`src/rtl/btn_cmd_pkg.sv`:
```
// btn_cmd_pkg: shared constants and types for btn_cmd_arbiter.
//   - command ids (CMD_RUN..CMD_MIN)
//   - ASCII codes accepted from UART RX (both letter cases)
//   - FSM state encoding
//   - rx_map(): translates an RX byte to {hit, command id}
package btn_cmd_pkg;

  localparam int CMD_RUN  = 0;
  localparam int CMD_CLR  = 1;
  localparam int CMD_HOUR = 2;
  localparam int CMD_MIN  = 3;

  localparam logic [7:0] ASC_R_UC = 8'h52;
  localparam logic [7:0] ASC_R_LC = 8'h72;
  localparam logic [7:0] ASC_C_UC = 8'h43;
  localparam logic [7:0] ASC_C_LC = 8'h63;
  localparam logic [7:0] ASC_H_UC = 8'h48;
  localparam logic [7:0] ASC_H_LC = 8'h68;
  localparam logic [7:0] ASC_M_UC = 8'h4D;
  localparam logic [7:0] ASC_M_LC = 8'h6D;

  typedef enum logic {
    IDLE  = 1'b0,
    ISSUE = 1'b1
  } state_t;

  typedef struct packed {
    logic       hit;
    logic [1:0] id;
  } rx_map_t;

  function automatic rx_map_t rx_map(input logic [7:0] b);
    rx_map_t m;
    m.hit = 1'b1;
    m.id  = 2'd0;
    case (b)
      ASC_R_UC, ASC_R_LC: m.id = 2'(CMD_RUN);
      ASC_C_UC, ASC_C_LC: m.id = 2'(CMD_CLR);
      ASC_H_UC, ASC_H_LC: m.id = 2'(CMD_HOUR);
      ASC_M_UC, ASC_M_LC: m.id = 2'(CMD_MIN);
      default:            m.hit = 1'b0;
    endcase
    return m;
  endfunction

endpackage

```
`src/rtl/btn_cmd_arbiter_rr_pick.sv`:
```
// rr_pick: combinational round-robin select.
//   req    : request vector, bit k = id k
//   ptr    : id with highest priority this round
//   gnt_id : first requesting id at or after ptr, wrapping at N_CMD
//   any    : at least one request present
module rr_pick #(
  parameter  int N_CMD = 4,
  localparam int ID_W  = $clog2(N_CMD)
) (
  input  logic [N_CMD-1:0] req,
  input  logic [ID_W-1:0]  ptr,
  output logic [ID_W-1:0]  gnt_id,
  output logic             any
);

  int j;

  // Walk offsets from farthest to nearest so the nearest hit is the last write.
  always_comb begin
    gnt_id = '0;
    any    = 1'b0;
    j      = 0;
    for (int i = N_CMD - 1; i >= 0; i--) begin
      j = int'(ptr) + i;
      if (j >= N_CMD) j = j - N_CMD;
      if (req[ID_W'(j)]) begin
        gnt_id = ID_W'(j);
        any    = 1'b1;
      end
    end
  end

endmodule

```
`src/rtl/btn_cmd_arbiter.sv`:
```
// btn_cmd_arbiter: merges debounced button pulses and UART command bytes
// into one valid/ready command stream with round-robin fairness.
//   clk, rst      : clock, asynchronous active-low reset
//   i_btn         : 1-cycle button pulses, bit k = command k
//   i_rx_data/done: UART byte and its 1-cycle strobe
//   i_cmd_ready   : consumer accepts the presented command
//   o_cmd_valid   : command presented (registered)
//   o_cmd_id      : command index, stable while valid
//   o_rx_err      : pulse, RX byte did not map to a command
//   o_overrun     : pulse, request hit an already-pending id
//   o_drop        : pulse, command abandoned after TIMEOUT_CYC cycles
// Build option: define CMD_TIMEOUT_EN to enable the ISSUE wait timeout;
// otherwise ISSUE waits forever and o_drop is tied low.
module btn_cmd_arbiter
  import btn_cmd_pkg::*;
#(
  parameter  int N_CMD       = 4,
  parameter  int TIMEOUT_CYC = 100_000,
  localparam int ID_W        = $clog2(N_CMD)
) (
  input  logic             clk,
  input  logic             rst,
  input  logic [N_CMD-1:0] i_btn,
  input  logic [7:0]       i_rx_data,
  input  logic             i_rx_done,
  input  logic             i_cmd_ready,
  output logic             o_cmd_valid,
  output logic [ID_W-1:0]  o_cmd_id,
  output logic             o_rx_err,
  output logic             o_overrun,
  output logic             o_drop
);

  if (N_CMD < 2 || N_CMD > 8 || TIMEOUT_CYC < 1) begin : g_param_chk
    $error("btn_cmd_arbiter: N_CMD must be 2..8 and TIMEOUT_CYC >= 1");
  end

  state_t            state, state_nx;
  logic [N_CMD-1:0]  pending, req, rx_req, retire_vec;
  logic [ID_W-1:0]   ptr, cmd_id, gnt_id;
  logic              gnt_any, accept, drop_now, retire, rx_ok;
  rx_map_t           rx_m;

  // RX decode; letters whose id is beyond N_CMD count as unmapped.
  assign rx_m  = rx_map(i_rx_data);
  assign rx_ok = rx_m.hit && (int'(rx_m.id) < N_CMD);

  for (genvar k = 0; k < N_CMD; k++) begin : g_rx_req
    assign rx_req[k] = i_rx_done && rx_ok && (int'(rx_m.id) == k);
  end

  // Button and RX on the same id collapse into a single request.
  assign req    = i_btn | rx_req;
  assign accept = (state == ISSUE) && i_cmd_ready;
  assign retire = accept || drop_now;

  always_comb begin
    retire_vec = '0;
    if (retire) retire_vec[cmd_id] = 1'b1;
  end

  rr_pick #(.N_CMD(N_CMD)) u_pick (
    .req    (pending),
    .ptr    (ptr),
    .gnt_id (gnt_id),
    .any    (gnt_any)
  );

  always_comb begin
    state_nx = state;
    case (state)
      IDLE:    if (gnt_any) state_nx = ISSUE;
      ISSUE:   if (retire)  state_nx = IDLE;
      default: state_nx = IDLE;
    endcase
  end

  always_ff @(posedge clk or negedge rst) begin
    if (!rst) state <= IDLE;
    else      state <= state_nx;
  end

  // A request landing on the retiring id re-arms it rather than overrunning.
  always_ff @(posedge clk or negedge rst) begin
    if (!rst) begin
      pending   <= '0;
      cmd_id    <= '0;
      ptr       <= '0;
      o_rx_err  <= 1'b0;
      o_overrun <= 1'b0;
    end else begin
      pending   <= (pending & ~retire_vec) | req;
      o_rx_err  <= i_rx_done && !rx_ok;
      o_overrun <= |(req & pending & ~retire_vec);
      if (state == IDLE && gnt_any) cmd_id <= gnt_id;
      if (retire) ptr <= (cmd_id == ID_W'(N_CMD - 1)) ? '0 : cmd_id + 1'b1;
    end
  end

  assign o_cmd_valid = (state == ISSUE);
  assign o_cmd_id    = cmd_id;

`ifdef CMD_TIMEOUT_EN
  localparam int TO_W = $clog2(TIMEOUT_CYC + 1);
  logic [TO_W-1:0] wait_cnt;

  // Held at zero in IDLE, so every ISSUE starts counting from zero.
  assign drop_now = (state == ISSUE) && !i_cmd_ready &&
                    (wait_cnt == TO_W'(TIMEOUT_CYC - 1));

  always_ff @(posedge clk or negedge rst) begin
    if (!rst) begin
      wait_cnt <= '0;
      o_drop   <= 1'b0;
    end else begin
      o_drop <= drop_now;
      if (state == IDLE)     wait_cnt <= '0;
      else if (!i_cmd_ready) wait_cnt <= wait_cnt + 1'b1;
    end
  end
`else
  assign drop_now = 1'b0;
  assign o_drop   = 1'b0;
`endif

endmodule

```
`config.mk`:
```
export PLATFORM = sky130hd
export DESIGN_NAME = btn_cmd_arbiter
export DESIGN_NICKNAME = d
export VERILOG_FILES = /design/src/rtl/btn_cmd_pkg.sv /design/src/rtl/btn_cmd_arbiter_rr_pick.sv /design/src/rtl/btn_cmd_arbiter.sv
export SDC_FILE = /design/constraint.sdc
export NUM_CORES = 1
export LEC_CHECK = 0
export ABC_AREA = 1
export BUFFER_PORTS_ARGS = -buffer_cell sky130_fd_sc_hd__buf_2
export CORE_MARGIN = 2
export CORE_UTILIZATION = 51
export DETAILED_ROUTE_END_ITERATION = 10
export MAX_ROUTING_LAYER = met4
export PLACE_DENSITY_LB_ADDON = 0.3
export SYNTH_ARGS = -nofsm -noshare
export SYNTH_HDL_FRONTEND = slang
export SYNTH_SLANG_ARGS = --single-unit
```
`constraint.sdc`:
```
create_clock -name clk -period 1.43 [get_ports clk]
set_clock_uncertainty 0.05 [all_clocks]
set_input_delay 0.143 -clock clk [delete_from_list [all_inputs] [get_ports clk]]
set_output_delay 0.143 -clock clk [all_outputs]
set_load 0.01 [all_outputs]
```
==> results by group, run 1 <==
Critical path
  • Most used cell along the critical path: nand2_1
  • CP endpoint kind: register
  • Delay of the slowest cell on the worst path: 470 ps
  • Critical-path maximum fanout: 7
  • CP top delay family: simple AND/OR/NAND/NOR gates
  • Crit path buf inv count: 3
  • Worst EP required: 1540 ps
  • Worst path cell trace: buf_6 > nand2_1 > o21ai_1 > nand2_1 > nand2_2 > inv_2 > nand2_1 > nand2_1 > nand3_1 > nand2_1 > inv_1
  • Startpoint Class: register
  • Crit path DAT: 1550 ps
  • WS Path Type: register to register
  • Critical-path top delay cell: dfrtp_2

Yosys
  • Mapped Area: 861 um^2
  • Syn_area_per_cell: 6.24 um^2
  • Top FF cell, synth: dfrtp_1
  • Most frequent cell after synthesis: nand2_1
  • Post-synthesis sequential area ratio: 0.320
  • Synth area leader: dfrtp_1
  • Synth warnings: 0
  • Synth cell count leaders: 40 x nand2_1, 29 x inv_1, 18 x nand3_1, 12 x nor2_1, 11 x dfrtp_1
  • Synth cell types: 18
  • Post-synth EDFFs: 0
  • Synth top area cells: dfrtp_1 32%, nand2_1 17%, inv_1 13%
  • Syn nets: 158
  • #FFs+latches synth: 11
  • Top cell type's share of synthesized area: 0.320
  • Mapped Cells: 138
  • Async set-reset flop share out of synthesis: 1.00

STA
  • Post-Route Setup TNS: -2.96 ps
  • Tcrit/Tclk final: 1.00
  • Final hold viol count: 0
  • RSZ-0062 raised after global routing: yes
  • Setup violators final: 1
  • Post-route setup slack: -2.96 ps
  • F_max: 698 MHz
  • Fin. max-slew vios: 0
  • Worst hold margin: 11.7 ps
  • Post-layout minimum cycle time: 1430 ps

Detailed routing
  • Met1 wire length: 936 um
  • Met2 WL: 960 um
  • Total number of vias: 899
  • DRC: 0
  • DRT Pass-1 Iters: 4
  • Final wirelength: 1.94 mm
  • DRT iter0 DRCs: 23
  • Post-route ant nets: 0
  • Drt wl/cell: 10.7 um
  • Vias/cell: 4.97
  • Highest routed layer: met4
  • Met3 WL post-DR: 27 um

Pwr
  • Total power: 2020 uW
  • VDD IR max: 0.00116 V
  • Power Density: 1810 nW/um^2
  • P_leak: 0.000609 uW

Die
  • Core area: 1540 um^2
  • Die H: 45.1 um
  • Starting Density: 0.558
  • Die area: 2030 um^2
  • I/O pin count: 22
  • Number of cell rows: 14
  • Die W: 45.1 um

Clock tree
  • Num Clock Sinks: 11
  • CTS H-tree depth: 1
  • Total CTS buffers: 3
  • Root Driver: clkbuf_4
  • Reg clk slew, reported paths: 70 ps
  • Clk_lat worst skew: 260 ps
  • TritonCTS clock tree: built
  • Clock Path Buffers: 2

GRT
  • Global-route wire length before repair: 3.34 mm
  • GRT overflow: 0
  • Vias in the first global route: 857
  • Gr usage total: 0.231
  • Largest net degree at the start of global routing: 12
  • Antenna violations before repair: 0

Layout
  • FILL cells: 122
  • Multi-input logic area: 527 um^2
  • Layout cells sized above 1: 0.273
  • Antenna Cells: 0
  • Area Growth Syn to Fin: 29.8%
  • NumNets Final: 186
  • Register area: 278 um^2

Placement
  • IO Port Bufs: 19
  • Hpwl dp: 1.50 mm
  • Routability cong.: 0.829

Run status
  • Status: finished, violations left
  • Failing checks: negative setup slack

Min path
  • Hold Crit Class: primary input to register

Job
  • MaxCap Viol Count: 0
[worst register-to-register path, stage by stage, from the launching register on]
cell	delay [ps]
dfrtp_2	470
buf_6	140
nand2_1	50
o21ai_1	80
nand2_1	120
nand2_2	70
inv_2	50
nand2_1	40
nand2_1	50
nand3_1	90
nand2_1	80
inv_1	40
[sequential cells by signal, indices dropped and copies added, names as in the netlist]
signal / count
ptr: 2
o_cmd_valid: 1
o_cmd_id: 2
pending: 4
o_rx_err: 1
o_overrun: 1
[metal layers]
metal	up-vias	track usage
met2	10	0.380
li1	486	-
met3	2	0.0240
met5	-	-
met1	401	0.291
met4	0	0.0882
[placed cells by master (no fill, tap or decap), drive strengths merged]
cell | Yosys | routed
nand3 | 18 | 18
ha | 4 | 4
clkbuf | 0 | 4
nand3b | 1 | 1
and3 | 1 | 1
nor2 | 12 | 12
dfrtp | 11 | 11
conb | 1 | 1
a21oi | 4 | 4
nand4 | 3 | 3
o21ai | 10 | 10
xnor2 | 1 | 1
dlygate4sd3 | 0 | 1
nand2 | 40 | 40
buf | 2 | 24
inv | 30 | 30
[what timing repair did]
item                                    CTS  global route
cloned                                    0             0
buffers inserted                          0             1
endpoints found under the hold margin    11             0
gates resized for setup                   1            27
endpoints found under the setup margin    2             3
pin swaps                                 0             7
hold buffers                              1             0
[cell families (layout without fill, tap and decap cells)]
| family | after synthesis | count (layout) | share of synthesized area |
|---|---|---|---|
| AO/OA/AOI/OAI | 14 | 14 | 0.0858 |
| XOR/XNOR | 1 | 1 | 0.0102 |
| adder cells (fa/ha/maj) | 4 | 4 | 0.0581 |
| buffers and inverters | 32 | 59 | 0.153 |
| flip-flops | 11 | 11 | 0.320 |
| other | 1 | 1 | 0.00436 |
| AND/OR/NAND/NOR | 75 | 75 | 0.369 |
[metrics by stage]
stage	cells	setup slack (ps)	util	area, um^2
after floorplan	138	137	-	861
after global placement	175	-9.29	0.640	987
after detailed placement	175	-13.9	0.640	987
after CTS	180	4.48	0.664	1020
after global routing	181	-82.5	0.725	1120
final	181	-2.96	0.725	1120
[cell type report]
cell class	instances	share of cell area
clock buffer	4	0.0235
sequential	11	0.249
tap	16	0.0179
inverter	30	0.101
multi-input combinational	95	0.471
timing repair buffer	25	0.138
[power by group]
group | total [uW] | leakage (uW) | internal, uW | switching, uW
registers | 560 | 0.000115 | 415 | 145
logic | 1260 | 0.000478 | 550 | 705
clock network | 205 | 0.0000150 | 108 | 97.7
[worst paths after layout]
check / end / cells past startpoint / slack (ps) / start
max in group asynchronous: ptr[0] / 2 / 850 / rst
max: o_cmd_id[0] / 11 / -3 / ptr[0]
min reg2reg: pending[1] / 2 / 510 / pending[1]
min in group asynchronous: o_cmd_id[0] / 2 / 250 / rst
min: o_cmd_valid / 2 / 10 / i_cmd_ready
max reg2reg: o_cmd_id[0] / 11 / -3 / ptr[0]
Note: power is estimated with default switching activity, not from simulation.
==> run 2: changes to the inputs <==
Settings changed: ABC_AREA 1 to default, CORE_UTILIZATION 51 to 48.
==> results by group, run 2 <==
Clock tree
  • Reg clk slew, reported paths: 70 ps (about the same)
  • Clk_lat worst skew: 270 ps (about the same)
  • Total CTS buffers: 3 (unchanged)
  • CTS H-tree depth: 1 (unchanged)
  • Root Driver: clkbuf_4
  • Num Clock Sinks: 11 (unchanged)
  • TritonCTS clock tree: built
  • Clock Path Buffers: 2 (unchanged)

GRT
  • Gr usage total: 0.199 (-0.0312)
  • GRT overflow: 0 (unchanged)
  • Antenna violations before repair: 0 (unchanged)
  • Vias in the first global route: 610 (-29%)
  • Largest net degree at the start of global routing: 12 (unchanged)
  • Global-route wire length before repair: 2.59 mm (-23%)

Detailed routing
  • Met1 wire length: 656 um (-30%)
  • DRT iter0 DRCs: 21 (-8.7%)
  • Met3 WL post-DR: 85 um (+210%)
  • Post-route ant nets: 0 (unchanged)
  • Drt wl/cell: 13.7 um (+28%)
  • Vias/cell: 5.81 (+17%)
  • Met2 WL: 693 um (-28%)
  • DRT Pass-1 Iters: 4 (unchanged)
  • Total number of vias: 627 (-30%)
  • DRC: 0 (unchanged)
  • Final wirelength: 1.48 mm (-24%)
  • Highest routed layer: met4

Pwr
  • Power Density: 1330 nW/um^2 (-26%)
  • Total power: 1100 uW (-46%)
  • P_sw: 414 uW (-56%)
  • Sequential Power Share: 0.446 (+0.169)
  • Sw Ratio: 0.376 (-0.0928)
  • Clock Power Share: 0.197 (+0.095)
  • Internal power: 686 uW (-36%)
  • VDD IR max: 0.000787 V (-32%)
  • P_leak: 0.000399 uW (-34%)
  • Gate power share: 0.357 (-0.264)

Critical path
  • Critical-path top delay cell: dfrtp_1
  • Delay of the slowest cell on the worst path: 450 ps (-20 ps)
  • Worst path cell trace: nor4_1 > nor2_1 > o211ai_1 > o21ai_1
  • Startpoint Class: register
  • WS Path Type: register to register
  • Crit path DAT: 1430 ps (-120 ps)
  • Critical-path maximum fanout: 6 (-1)
  • Worst EP required: 1540 ps (about the same)
  • CP endpoint kind: register

Run status
  • Status: finished, final reports clean

Placement
  • IO Port Bufs: 19 (unchanged)
  • Hpwl dp: 1.05 mm (-30%)
  • Post-Place Cells: 103 (-41%)
  • Routability cong.: 0.786 (-5.2%)

Yosys
  • Largest family of logic cells by synthesized area: simple AND/OR/NAND/NOR gates
  • Compound-cell area share of the yosys netlist: 0.176 (+0.0903)
  • Most frequent cell after synthesis: dfrtp_1
  • Post-synthesis adder-cell area fraction: 0.0726 (+0.0145)
  • Synth area leader: dfrtp_1
  • Synth cell types: 30 (+12)
  • Mapped Cells: 71 (-49%)
  • Synth cell count leaders: 11 x dfrtp_1, 10 x nand2_1, 6 x inv_1, 5 x nand3_1
  • Async set-reset flop share out of synthesis: 1.00 (unchanged)
  • Syn nets: 91 (-42%)
  • Top FF cell, synth: dfrtp_1
  • Xor and xnor fraction of the mapped netlist area: 0.0127 (+0.00253)
  • Top cell type's share of synthesized area: 0.399 (+0.0795)
  • Synth warnings: 0 (unchanged)
  • Post-synthesis sequential area ratio: 0.399 (+0.0795)
  • Syn_area_per_cell: 9.71 um^2 (+56%)
  • Multiplexer area fraction after synthesis: 0.0599 (+0.0599)
  • #FFs+latches synth: 11 (unchanged)
  • Post-Synth Simple-Gate Area: 0.223 (-0.146)
  • Post-synth EDFFs: 0 (unchanged)
  • Mapped Area: 689 um^2 (-20%)
  • Synth top area cells: dfrtp_1 40%, ha_1 7.3%, nand2_1 5.4%

Die
  • Starting Density: 0.523 (-0.0352)
  • I/O pin count: 22 (unchanged)
  • Die W: 41.9 um (-7.1%)
  • Core area: 1320 um^2 (-15%)
  • Number of cell rows: 13 (-1)
  • Die H: 41.9 um (-7.1%)
  • Die area: 1760 um^2 (-14%)

STA
  • RSZ-0062 raised after global routing: no
  • F_max: 756 MHz (+8.3%)
  • Tcrit/Tclk final: 0.925 (-0.0770)
  • Setup violators final: 0 (-1)
  • Post-Route Setup TNS: 0 ps (+2.96 ps)
  • Fin. max-slew vios: 0 (unchanged)
  • Worst hold margin: 10.8 ps (-0.901 ps)
  • Final hold viol count: 0 (unchanged)
  • Post-layout minimum cycle time: 1320 ps (-110 ps)

Layout
  • Max reg flops: 4 (unchanged)
  • NumNets Final: 114 (-39%)
  • Largest reg by FF count: pending
  • Fin util: 0.628 (-0.0971)
  • Area Growth Syn to Fin: 20.0%
  • Antenna Cells: 0 (unchanged)
  • Most common cell after layout, fill and taps aside: buf_2
  • Most frequent cells in the layout: 19 x buf_2, 11 x dfrtp_1, 10 x nand2_1, 6 x inv_1, 5 x nand3_1
  • Layout cells sized above 1: 0.301 (+0.0283)
  • Post-Layout Cell Count: 108 (-40%)

Min path
  • Hold Crit Class: primary input to register

Job
  • MaxCap Viol Count: 0 (unchanged)
## run 2: cell types whose count changed after synthesis, moves of 3 or more
| cell | before | now |
|---|---|---|
| a21oi_1 | 3 | 0 |
| nand2_1 | 40 | 10 |
| inv_1 | 29 | 6 |
| mux2i_1 | 0 | 3 |
| a31oi_1 | 0 | 4 |
| o21ai_0 | 8 | 0 |
| nor2_1 | 12 | 4 |
| nand4_1 | 3 | 0 |
| nand3_1 | 18 | 5 |
## run 2: logic make-up (layout without fill, tap and decap cells)
family          Yosys count  in the layout
fa+ha+maj                 4              4
buf+inv                   8             30
flops                    11             11
compound gates           15             15
simple gates             27             27
xor+xnor                  1              1
other cells               1              1
mux                       4              4
## run 2: layout make-up
class | instances | area (um^2)
clock buffer | 4 | 26.3
fill | 121 | 490
multi-input combinational | 52 | 379
inverter | 6 | 22.5
sequential | 11 | 275
timing repair buffer | 20 | 105
tap | 15 | 18.8
## run 2: per-stage QoR
| step | worst slack, ps | instance area (um^2) |
|---|---|---|
| floorplan | 212 | 689 |
| global placement | 159 | 791 |
| detailed placement | 152 | 791 |
| CTS | 129 | 827 |
| global route | 30.7 | 827 |
| finish | 107 | 827 |
## run 2: power by group through the flow
stage / sequential (uW) / combinational [uW] / clock (uW)
finish: 491 / 393 / 216
global route: 509 / 445 / 232
CTS: 492 / 390 / 219
detailed placement: 496 / 380 / 0
global placement: 489 / 377 / 0
floorplan: 490 / 250 / 0
## run 2: repair_timing
item	in CTS	in global routing
setup buffers	0	0
endpoints found under the setup margin	0	0
gates resized for setup	0	0
hold buffers	1	0
endpoints found under the hold margin	11	0
## run 2: worst max-delay path, delay by kind of cell (launching register included)
family | cells | cell delay (ps)
simple gates | 2 | 510
flops | 1 | 450
compound gates | 2 | 190
## run 2: worst paths after layout
| path | start | end | slack, ps | cells after the start |
|---|---|---|---|---|
| max in group asynchronous | rst | o_cmd_id[0] | 900 | 2 |
| hold / removal | i_rx_data[6] | o_rx_err | 10 | 2 |
| hold reg to reg | o_cmd_id[0] | ptr[0] | 500 | 1 |
| min in group asynchronous | rst | pending[2] | 220 | 2 |
| setup reg to reg | pending[1] | o_cmd_id[0] | 110 | 4 |
| setup / recovery | pending[1] | o_cmd_id[0] | 110 | 4 |
## run 2: per-layer routing
layer,vias to the layer above,track usage
met5,-,-
met2,26,0.303
met1,296,0.253
met3,7,0.0391
li1,298,-
met4,0,0.0968
